`config.mk`:
```
export PLATFORM = sky130hd
export DESIGN_NAME = mram_serial_host_flat
export DESIGN_NICKNAME = d
export VERILOG_FILES = /design/src/rtl/mram_serial_host_if.sv /design/src/rtl/mram_serial_host.sv /design/src/flat_wrapper.sv
export SDC_FILE = /design/constraint.sdc
export NUM_CORES = 1
export LEC_CHECK = 0
export ABC_AREA = 1
export CORE_MARGIN = 2
export CORE_UTILIZATION = 55
export DETAILED_ROUTE_END_ITERATION = 8
export PLACE_DENSITY_LB_ADDON = 0.25
export SYNTH_ARGS = -nofsm -noshare
export SYNTH_HDL_FRONTEND = slang
export SYNTH_SLANG_ARGS = --single-unit
export TNS_END_PERCENT = 100
```
`constraint.sdc`:
```
create_clock -name clk -period 6.4 [get_ports clk]
set_input_delay 1.28 -clock clk [delete_from_list [all_inputs] [get_ports clk]]
set_output_delay 1.28 -clock clk [all_outputs]
set_load 0.05 [all_outputs]
```
`src/rtl/mram_serial_host_if.sv`:
```
// mram_serial_host_if: command/response handshake between a requester and the MRAM serial host.
interface mram_serial_host_if #(
  parameter int ADDR_W = 20,
  parameter int DATA_W = 16
);
  logic              cmd_valid;
  logic              cmd_ready;
  logic              cmd_write;
  logic [1:0]        cmd_word_sel;
  logic [ADDR_W-1:0] cmd_addr;
  logic [DATA_W-1:0] cmd_wdata;
  logic              busy;
  logic              rsp_valid;
  logic [DATA_W-1:0] rsp_rdata;
  modport master (
    output cmd_valid, cmd_write, cmd_word_sel, cmd_addr, cmd_wdata,
    input  cmd_ready, busy, rsp_valid, rsp_rdata
  );
  modport slave (
    input  cmd_valid, cmd_write, cmd_word_sel, cmd_addr, cmd_wdata,
    output cmd_ready, busy, rsp_valid, rsp_rdata
  );
endinterface

```
`src/rtl/mram_serial_host.sv`:
```
// mram_serial_host: shifts one parallel command serially into the MRAM top and deserialises read data.
module mram_serial_host #(
  parameter int ADDR_W        = 20,
  parameter int DATA_W        = 16,
  parameter int SETTLE_CYCLES = 4
) (
  input  logic                clk,
  input  logic                rst,
  mram_serial_host_if.slave   bus,
  output logic                addr_ser,
  output logic                data_ser,
  output logic [2:0]          read_write_sel,
  input  logic                ser_data_in
);
  localparam int CW = $clog2(ADDR_W + SETTLE_CYCLES + DATA_W + 1);
  typedef enum logic [2:0] {IDLE, SHIFT, SETTLE, CAPTURE, DONE} state_t;
  state_t            r_state;
  logic [CW-1:0]     r_cnt;
  logic [ADDR_W-1:0] r_ash, r_dsh;
  logic [DATA_W-1:0] r_cap, r_rdata;
  logic [1:0]        r_sel;
  logic              r_write, r_ready, r_busy, r_valid, r_aser, r_dser;
  logic [1:0]        w_sel;
  logic [CW-1:0]     w_lim;
  logic              w_last;
  logic [DATA_W-1:0] w_rsp;
  assign w_sel  = &bus.cmd_word_sel ? 2'b00 : bus.cmd_word_sel;
  assign w_lim  = r_state == SHIFT  ? CW'(ADDR_W - 1) :
                  r_state == SETTLE ? CW'(SETTLE_CYCLES - 1) :
                  r_sel == 2'b00    ? CW'(DATA_W - 1) : CW'(7);
  assign w_last = r_cnt == w_lim;
  // Byte reads land in the low byte of the capture register and are repositioned here.
  assign w_rsp  = r_write         ? '0 :
                  r_sel == 2'b01  ? DATA_W'(r_cap[7:0]) :
                  r_sel == 2'b10  ? DATA_W'(r_cap[7:0]) << (DATA_W - 8) : r_cap;
  always_ff @(posedge clk or posedge rst) begin
    if (rst) begin
      r_state <= IDLE;
      r_cnt   <= '0;
      r_ash   <= '0;
      r_dsh   <= '0;
      r_cap   <= '0;
      r_rdata <= '0;
      r_sel   <= 2'b00;
      r_write <= 1'b0;
      r_ready <= 1'b1;
      r_busy  <= 1'b0;
      r_valid <= 1'b0;
      r_aser  <= 1'b0;
      r_dser  <= 1'b0;
    end else begin
      r_valid <= 1'b0;
      case (r_state)
        IDLE: if (bus.cmd_valid) begin
          r_state <= SHIFT;
          r_cnt   <= '0;
          r_ash   <= bus.cmd_addr;
          r_dsh   <= ADDR_W'(bus.cmd_wdata);
          r_write <= bus.cmd_write;
          r_sel   <= w_sel;
          r_ready <= 1'b0;
          r_busy  <= 1'b1;
        end
        SHIFT: begin
          r_aser  <= r_ash[ADDR_W-1];
          r_dser  <= r_dsh[ADDR_W-1];
          r_ash   <= r_ash << 1;
          r_dsh   <= r_dsh << 1;
          r_cnt   <= w_last ? '0 : r_cnt + CW'(1);
          r_state <= w_last ? SETTLE : SHIFT;
        end
        SETTLE: begin
          r_aser  <= 1'b0;
          r_dser  <= 1'b0;
          r_cnt   <= w_last ? '0 : r_cnt + CW'(1);
          r_state <= !w_last ? SETTLE : r_write ? DONE : CAPTURE;
        end
        CAPTURE: begin
          r_cap   <= {r_cap[DATA_W-2:0], ser_data_in};
          r_cnt   <= w_last ? '0 : r_cnt + CW'(1);
          r_state <= w_last ? DONE : CAPTURE;
        end
        DONE: begin
          r_valid <= 1'b1;
          r_rdata <= w_rsp;
          r_ready <= 1'b1;
          r_busy  <= 1'b0;
          r_state <= IDLE;
        end
        default: r_state <= IDLE;
      endcase
    end
  end
  assign bus.cmd_ready  = r_ready;
  assign bus.busy       = r_busy;
  assign bus.rsp_valid  = r_valid;
  assign bus.rsp_rdata  = r_rdata;
  assign addr_ser       = r_aser;
  assign data_ser       = r_dser;
  assign read_write_sel = {r_sel, r_write};
endmodule

```
`src/flat_wrapper.sv`:
```
// flat-port wrapper written by rule: the top's interface ports become plain ports
module mram_serial_host_flat 
#(
  parameter int ADDR_W        = 20,
  parameter int DATA_W        = 16,
  parameter int SETTLE_CYCLES = 4
)
  (clk, rst, addr_ser, data_ser, read_write_sel, ser_data_in, bus_cmd_valid, bus_cmd_write, bus_cmd_word_sel, bus_cmd_addr, bus_cmd_wdata, bus_cmd_ready, bus_busy, bus_rsp_valid, bus_rsp_rdata);
  mram_serial_host_if #(.ADDR_W(ADDR_W), .DATA_W(DATA_W)) bus_i ();
  input  logic clk;
  input  logic rst;
  output logic addr_ser;
  output logic data_ser;
  output logic [2:0] read_write_sel;
  input  logic ser_data_in;
  input wire logic [$bits(bus_i.cmd_valid)-1:0] bus_cmd_valid;
  input wire logic [$bits(bus_i.cmd_write)-1:0] bus_cmd_write;
  input wire logic [$bits(bus_i.cmd_word_sel)-1:0] bus_cmd_word_sel;
  input wire logic [$bits(bus_i.cmd_addr)-1:0] bus_cmd_addr;
  input wire logic [$bits(bus_i.cmd_wdata)-1:0] bus_cmd_wdata;
  output wire logic [$bits(bus_i.cmd_ready)-1:0] bus_cmd_ready;
  output wire logic [$bits(bus_i.busy)-1:0] bus_busy;
  output wire logic [$bits(bus_i.rsp_valid)-1:0] bus_rsp_valid;
  output wire logic [$bits(bus_i.rsp_rdata)-1:0] bus_rsp_rdata;
  assign bus_i.cmd_valid = bus_cmd_valid;
  assign bus_i.cmd_write = bus_cmd_write;
  assign bus_i.cmd_word_sel = bus_cmd_word_sel;
  assign bus_i.cmd_addr = bus_cmd_addr;
  assign bus_i.cmd_wdata = bus_cmd_wdata;
  assign bus_cmd_ready = bus_i.cmd_ready;
  assign bus_busy = bus_i.busy;
  assign bus_rsp_valid = bus_i.rsp_valid;
  assign bus_rsp_rdata = bus_i.rsp_rdata;
  mram_serial_host #(.ADDR_W(ADDR_W), .DATA_W(DATA_W), .SETTLE_CYCLES(SETTLE_CYCLES)) u_core (.clk(clk), .rst(rst), .bus(bus_i), .addr_ser(addr_ser), .data_ser(data_ser), .read_write_sel(read_write_sel), .ser_data_in(ser_data_in));
endmodule
```
* Yosys cells after proc, flatten, opt, wreduce, memory -nomap -nowiden
Cells that the tools add are included.
** Cells by class
- Mux-type cells :: 27
- Add/subtract/negate cells :: 1
- Eq/ne operators :: 8
- Reduce and logical (&&, ||, !) cells :: 12
** Operators with widths (number)
- case mux 20 bit (2 select lines) :: 2
- 2-to-1 mux 16 bit :: 3
- 2-to-1 mux 20 bit :: 2
- 2-to-1 mux 6 bit :: 4
- 2-to-1 mux 3 bit :: 4
- case mux 3 bit (4 select lines) :: 1
- case mux 6 bit (2 select lines) :: 1
- AND reduction 2 bit :: 5
- case mux 1 bit (2 select lines) :: 4
- nonzero test 2 bit :: 4
- adder 6 x 1 -> 6 bit (second input constant) :: 1
- == test 3 x 2 -> 1 bit (second input constant) :: 2
- == test 6 bit :: 1
- 2-to-1 mux 2 bit :: 2
- 2-to-1 mux 4 bit :: 1
- == test 3 x 1 -> 1 bit (second input constant) :: 1
- == test 3 bit (second input constant) :: 1
- logical NOT 3 bit :: 1
- 2-to-1 mux 1 bit :: 3
- OR reduction 3 bit :: 1
- == test 2 x 1 -> 1 bit (second input constant) :: 1
- == test 2 bit (second input constant) :: 1
- logical NOT 2 bit :: 1
- inequality test 2 bit (second input constant) :: 1
** Storage, ports and cells
- Input bits :: 43
- Output and inout bits :: 24
- Register bits :: 89

* Logic depth before layout (Yosys ltp)
Gate-level depths: netlist of the first run.
- Depth after elaboration :: 7
- Depth in mapped cells :: 11
- Gate-level depth less buffers :: 11

* Least setup slack after synthesis of the first run
No wires, ideal clock.
- Path type :: in2reg
- Start point :: input port bus_cmd_valid
- End point :: register u_core.r_ash[10]
- Stages on the path :: 4
- Required time :: 6.277 ns
- Slack :: 4.341 ns
- Data arrival time :: 1.936 ns
- Cell sequence :: nand3_2 -> buf_2 -> nor3_1 -> nor3_2
** Between the ends
- Longest elaborated chain between the ends :: 2
** Ends and longest elaborated chain
- start, declared :: RTL line flat_wrapper.sv:16 : input wire logic [$bits(bus_i.cmd_valid)-1:0] bus_cmd_valid;
- inequality test 2 bit (no source line)
- AND reduction 2 bit (no source line)
- end signal, assigned :: RTL line mram_serial_host.sv:57 : r_ash <= bus.cmd_addr;
- end signal, assigned :: RTL line mram_serial_host.sv:67 : r_ash <= r_ash << 1;
- end, declared :: RTL line mram_serial_host.sv:19 : logic [ADDR_W-1:0] r_ash, r_dsh;
Every way passes these cells.
A chain may end at the register's enable or synchronous reset.

* Worst setup path in the final report of the first run
- Start point :: input port bus_cmd_valid
- End point :: register u_core.r_dsh[1]
** Between the ends
- Longest elaborated chain between the ends :: 2
** Ends and longest elaborated chain
- inequality test 2 bit (no source line)
- AND reduction 2 bit (no source line)
- end signal, assigned :: RTL line mram_serial_host.sv:58 : r_dsh <= ADDR_W'(bus.cmd_wdata);
- end signal, assigned :: RTL line mram_serial_host.sv:68 : r_dsh <= r_dsh << 1;
- end, declared :: RTL line mram_serial_host.sv:19
Every way passes these cells.

==> flow_metrics.tcl, run 1 <==
set metrics [dict create \
    routedWlPerCell_um 14.2 \
    numCtsBuffers 9 \
    cp-end-kind "flop" \
    required_ns 6.65 \
    n_antenna_cell 0 \
    cts_tree "yes" \
    synth_area_leaders "dfrtp_1, nor2_1, nor3_2" \
    setup_viol 0 \
    place.gp.congestion 0.846 \
    critPathLaunchType "input pin" \
    yosysTopAreaCell "dfrtp_1" \
    place_inst 587 \
    place_ws_ns 2.91 \
    cts_sinks 89 \
    post-route-util 0.682 \
    synth_warnings 0 \
    portBuffers 66 \
    clock-root-buffer "clkbuf_8" \
    grt_util_all_layers 0.223 \
    insertion_delay_ns 0.35 \
    drc_errors 0 \
    synth_top_cells_by_count "dfrtp_1, nor2_1, nand2_1, o21ai_0, nor3_1" \
    grt_max_degree 90 \
    fin_nets 543 \
    synth_top_flop_cell "dfrtp_1" \
    status "finished clean" \
    max_freq_ghz 0.322 \
    via_count 3244 \
    timing.final.ws_setup_ns 3.30 \
    grt_pass1_vias 3157 \
    synth_top_area_frac 0.540 \
    hold_viol 0 \
    initial_core_util 0.566 \
    yosysSeqAreaShare 0.546 \
    crit_fanout 44 \
    vias_per_cell 5.38 \
    clkTransAtPathRegs_ns 0.09 \
    rows 31 \
    post_cts_buffers 0 \
    dpl.hpwl_um 5690 \
    syn_area_sq_um 4080 \
    core_area_sq_um 7210 \
    fin_crit_sh 0.485 \
    synth_area_per_cell_sq_um 9.21 \
    rsz0062_at_grt "false" \
    synthesis.nets 487 \
    path_class "input pin to flop" \
    p_per_area_nw_per_um2 194 \
    antenna_found_initial 0 \
    synth.most_common_cell "dfrtp_1" \
    die_h_um 90.1 \
    cts_max_level 3 \
    slew_viol_final 0 \
    drive_above_1_share 0.135 \
    drtIter0Drc 240 \
    min_period_ns 3.10 \
    die_area_sq_um 8120 \
    tns_ns 0 \
    instances_no_fill 603 \
    synth_cell_types 32 \
    ant_nets 0 \
    hold_buffers 0 \
    synth-seq-cells 89 \
    hold_ws_ns 0.472 \
    min_path_type "flop to flop" \
    p_leak_nw 2.24 \
    die_w_um 90.1 \
    maxSlewHeadroom 0.199 \
    routed_wl_um 8590 \
    drv_cap 0 \
    tightest_slew_ns 1.20 \
    clock_skew_ns 0.00896 \
    io_pins 67 \
    syn2layout_area_growth_pct 20.6 \
    crit_arrival_ns 3.36 \
    synth_edf_count 0 \
    cts_resized 0 \
    synthCells 443 \
    ir_worst_vdd_mv 0.139 \
    clockBufferDepth 2 \
    grt-ovfl-total 0 \
    dr.pass1.iters 4 \
    async_reset_ff_frac 1.00 \
    grt_pass1_wl_um 14900 \
]
[registers in the layout, summed over array words and instances (netlist names)]
register,count
u_core.r_ash,20
u_core.r_dsh,20
u_core.bus.rsp_rdata,16
u_core.r_write,1
u_core.data_ser,1
u_core.addr_ser,1
u_core.r_sel,2
u_core.r_state,3
u_core.bus.busy,1
u_core.r_cap,16
u_core.bus.rsp_valid,1
u_core.r_cnt,6
u_core.bus.cmd_ready,1
[worst max-delay path, cell delays in order]
cell	delay [ns]
clkdlybuf4s50_1	0.47
nand3_2	0.60
nand2_4	0.66
nor2_1	0.08
a211oi_1	0.23
[path summary, 6_finish.rpt]
kind | from | end | slack, ns | depth (start not counted)
max | bus_cmd_valid | u_core.r_dsh[1] | 3.30 | 5
min | u_core.bus.cmd_ready | u_core.bus.cmd_ready | 0.47 | 2
max reg2reg | u_core.r_state[1] | u_core.r_ash[4] | 3.46 | 5
min reg2reg | u_core.bus.cmd_ready | u_core.bus.cmd_ready | 0.47 | 2
max in group asynchronous | rst | u_core.r_ash[11] | 4.12 | 3
min in group asynchronous | rst | u_core.r_cnt[0] | 1.57 | 3
[layout by cell type (no fill, tap or decap), drive strengths merged, types with 5 or more instances in the layout]
cell           count
o21ai             38
a32o               8
clkdlybuf4s50     66
a31oi              5
inv               36
nand3             15
a21oi              8
clkbuf            10
nor3              58
nor2              80
nand2             72
dfrtp             88
[cell families after synthesis]
logic type	after synthesis	synth area share
AO/OA/AOI/OAI	67	0.0981
flip-flops	89	0.546
buffers and inverters	58	0.0659
XOR/XNOR	1	0.00215
AND/OR/NAND/NOR	227	0.285
adder cells (fa/ha/maj)	1	0.00307
[power breakdown]
part	leakage [nW]	internal (mW)	switching [mW]
Clock	0.0887	0.152	0.203
Sequential	1.20	0.562	0
Combinational	0.951	0.0228	0.0147
[per-stage QoR]
stage / power [mW] / area (sq um)
after floorplan: 0.582 / 4080
after global placement: 0.612 / 4740
after detailed placement: 0.611 / 4740
after CTS: 0.958 / 4920
after global routing: 0.983 / 4920
final: 0.955 / 4920
[routing by layer]
| metal | track usage | share of wire |
|---|---|---|
| met2 | 0.340 | 0.47 |
| met3 | 0.0553 | 0.043 |
| met4 | 0.0641 | 0.014 |
| met5 | 0 | 0 |
| met1 | 0.321 | 0.47 |
[area by class of cell]
type / count / area [sq um]
fillers: 586 / 2290
flip-flops and latches: 89 / 2230
multi-input cells: 296 / 1580
repair buffers: 67 / 668
inverters: 36 / 139
clock buffers: 10 / 138
well taps: 99 / 124
clock inverters: 6 / 42.5
(Power assumes the default switching activity.)
==> run 2, diff against run 1 <==
--- a/config.mk
+++ b/config.mk
@@ -7,7 +7,7 @@
 export LEC_CHECK = 0
 export ABC_AREA = 1
 export CORE_MARGIN = 2
-export CORE_UTILIZATION = 55
+export CORE_UTILIZATION = 53
 export DETAILED_ROUTE_END_ITERATION = 8
 export PLACE_DENSITY_LB_ADDON = 0.25
 export SYNTH_ARGS = -nofsm -noshare
==> constraint.sdc (replaced) <==
create_clock -name clk -period 3.1 [get_ports clk]
set_input_delay 0.62 -clock clk [delete_from_list [all_inputs] [get_ports clk]]
set_output_delay 0.62 -clock clk [all_outputs]
set_load 0.05 [all_outputs]
==> run 2 against run 1 <==
Power is 110% higher. Count of clock-buffer cells in the layout down 1. Final cell count grew 0.66%. Combinational power up 120%. Critical endpoint is now bus_cmd_ready.
==> flow_metrics.tcl, run 2 (synthesis gave the netlist of run 1 again) <==
set metrics [dict create \
    numCtsBuffers 9 \
    r2r_cells 5 \
    routed_wl_um 8950 \
    place.gp.congestion 0.837 \
    critPathLaunchType "flop" \
    largestRegisters "u_core.r_ash: 20 flops, u_core.r_dsh: 20 flops" \
    p_leak_nw 2.27 \
    mostFrequentLayoutCell "dfrtp_1" \
    clock_skew_ns 0.00887 \
    antenna_found_initial 0 \
    cp-end-kind "output port" \
    cts_max_level 3 \
    rsz0062_at_grt "false" \
    clkTransAtPathRegs_ns 0.09 \
    ant_nets 0 \
    drv_cap 0 \
    required_ns 2.48 \
    syn2layout_area_growth_pct 21.8 \
    ir_worst_vdd_mv 0.249 \
    critical_path.max_stage_delay_ns 0.80 \
    die_w_um 91.7 \
    dr.pass1.iters 5 \
    crit_fanout 2 \
    clockBufferDepth 2 \
    via_count 3238 \
    initial_core_util 0.554 \
    status "finished clean" \
    insertion_delay_ns 0.36 \
    hold_ws_ns 0.472 \
    portBuffers 66 \
    cts_tree "yes" \
    hold_viol 0 \
    rows 31 \
    critPathSlowestCell "clkdlybuf4s50_1" \
    vias_per_cell 5.33 \
    grt-ovfl-total 0 \
    fin_nets 547 \
    path_class "flop to output port" \
    fin_crit_sh 0.748 \
    grt_max_degree 45 \
    tightest_slew_ns 0.737 \
    drtIter0Drc 150 \
    grt_util_all_layers 0.225 \
    hold_buffers 0 \
    slew_viol_final 0 \
    cts_resized 0 \
    min_period_ns 2.32 \
    cts_sinks 89 \
    post_cts_buffers 0 \
    io_pins 67 \
    die_h_um 91.7 \
    max_freq_ghz 0.432 \
    p_per_area_nw_per_um2 402 \
    grt_pass1_vias 3216 \
    grt_pass1_wl_um 15200 \
    fillers 591 \
    hold_path_depth 2 \
    drc_errors 0 \
    critPathTopFamily "buffers and inverters" \
    clock-root-buffer "clkbuf_8" \
    mostFrequentLayoutCells "dfrtp_1, nor2_1, clkdlybuf4s50_1" \
    worstPathCellList "clkdlybuf4s50_1" \
    routedWlPerCell_um 14.7 \
    drive_above_1_share 0.142 \
    die_area_sq_um 8420 \
    cp.depth 1 \
    maxSlewHeadroom 0.508 \
    core_area_sq_um 7370 \
    min_path_type "flop to flop" \
    worst-path-buf-inv 1 \
    tns_ns 0 \
    n_antenna_cell 0 \
    dpl.hpwl_um 6220 \
    crit_arrival_ns 1.70 \
    setup_viol 0 \
]
[run 2: cell types whose count changed in the layout (fill, tap and decap cells not counted)]
cell	before	now
buf_4	1	4
buf_12	0	1
clkinv_4	1	2
clkinvlp_4	2	1
clkbuf_8	10	9
clkinv_2	3	2
inv_8	0	2
[run 2: final cells by class]
type,count,area (sq um),share of cell area
clock buffers,9,124,0.0249
clock inverters,7,61.3,0.0123
inverters,36,139,0.0279
multi-input cells,296,1580,0.318
flip-flops and latches,89,2230,0.448
well taps,99,124,0.0249
repair buffers,71,711,0.143
[run 2: metal layers]
metal	part of all wire	GRT usage
met5	0	0
met4	0.011	0.0609
met3	0.039	0.0551
met2	0.49	0.360
met1	0.46	0.311
[run 2: where the power goes]
group | leakage [nW] | internal (mW) | switching, mW | total, mW
combinational | 0.974 | 0.0497 | 0.0323 | 0.0820
clock | 0.0936 | 0.307 | 0.449 | 0.756
sequential | 1.20 | 1.16 | 0 | 1.16
total | 2.27 | 1.52 | 0.481 | 2.00
[run 2: tightest hold or removal path: cells and delay by family (launching register included)]
| family | cells | cell delay [ns] |
|---|---|---|
| AND/OR/NAND/NOR | 2 | 0.09 |
| flip-flops | 1 | 0.38 |
[run 2: worst paths after layout]
kind / from / endpoint / slack [ns]
worst max-delay path: u_core.bus.cmd_ready / bus_cmd_ready / 0.78
worst min-delay path: u_core.bus.cmd_ready / u_core.bus.cmd_ready / 0.47
worst max register to register: u_core.r_state[0] / u_core.bus.rsp_rdata[9] / 0.96
worst min register to register: u_core.bus.cmd_ready / u_core.bus.cmd_ready / 0.47
max in group asynchronous: rst / u_core.r_dsh[15] / 1.74
min in group asynchronous: rst / u_core.r_cnt[5] / 0.67
[run 2: stage by stage]
stage,power (mW),cell area [sq um],setup WS [ns],util,cells
finish,2.00,4970,0.783,0.674,607
global route,2.07,4970,0.736,0.674,607
CTS,2.01,4970,0.768,0.674,607
detailed placement,1.27,4780,0.722,0.649,591
global placement,1.27,4780,0.799,0.649,591
floorplan,1.20,4080,0.175,-,443
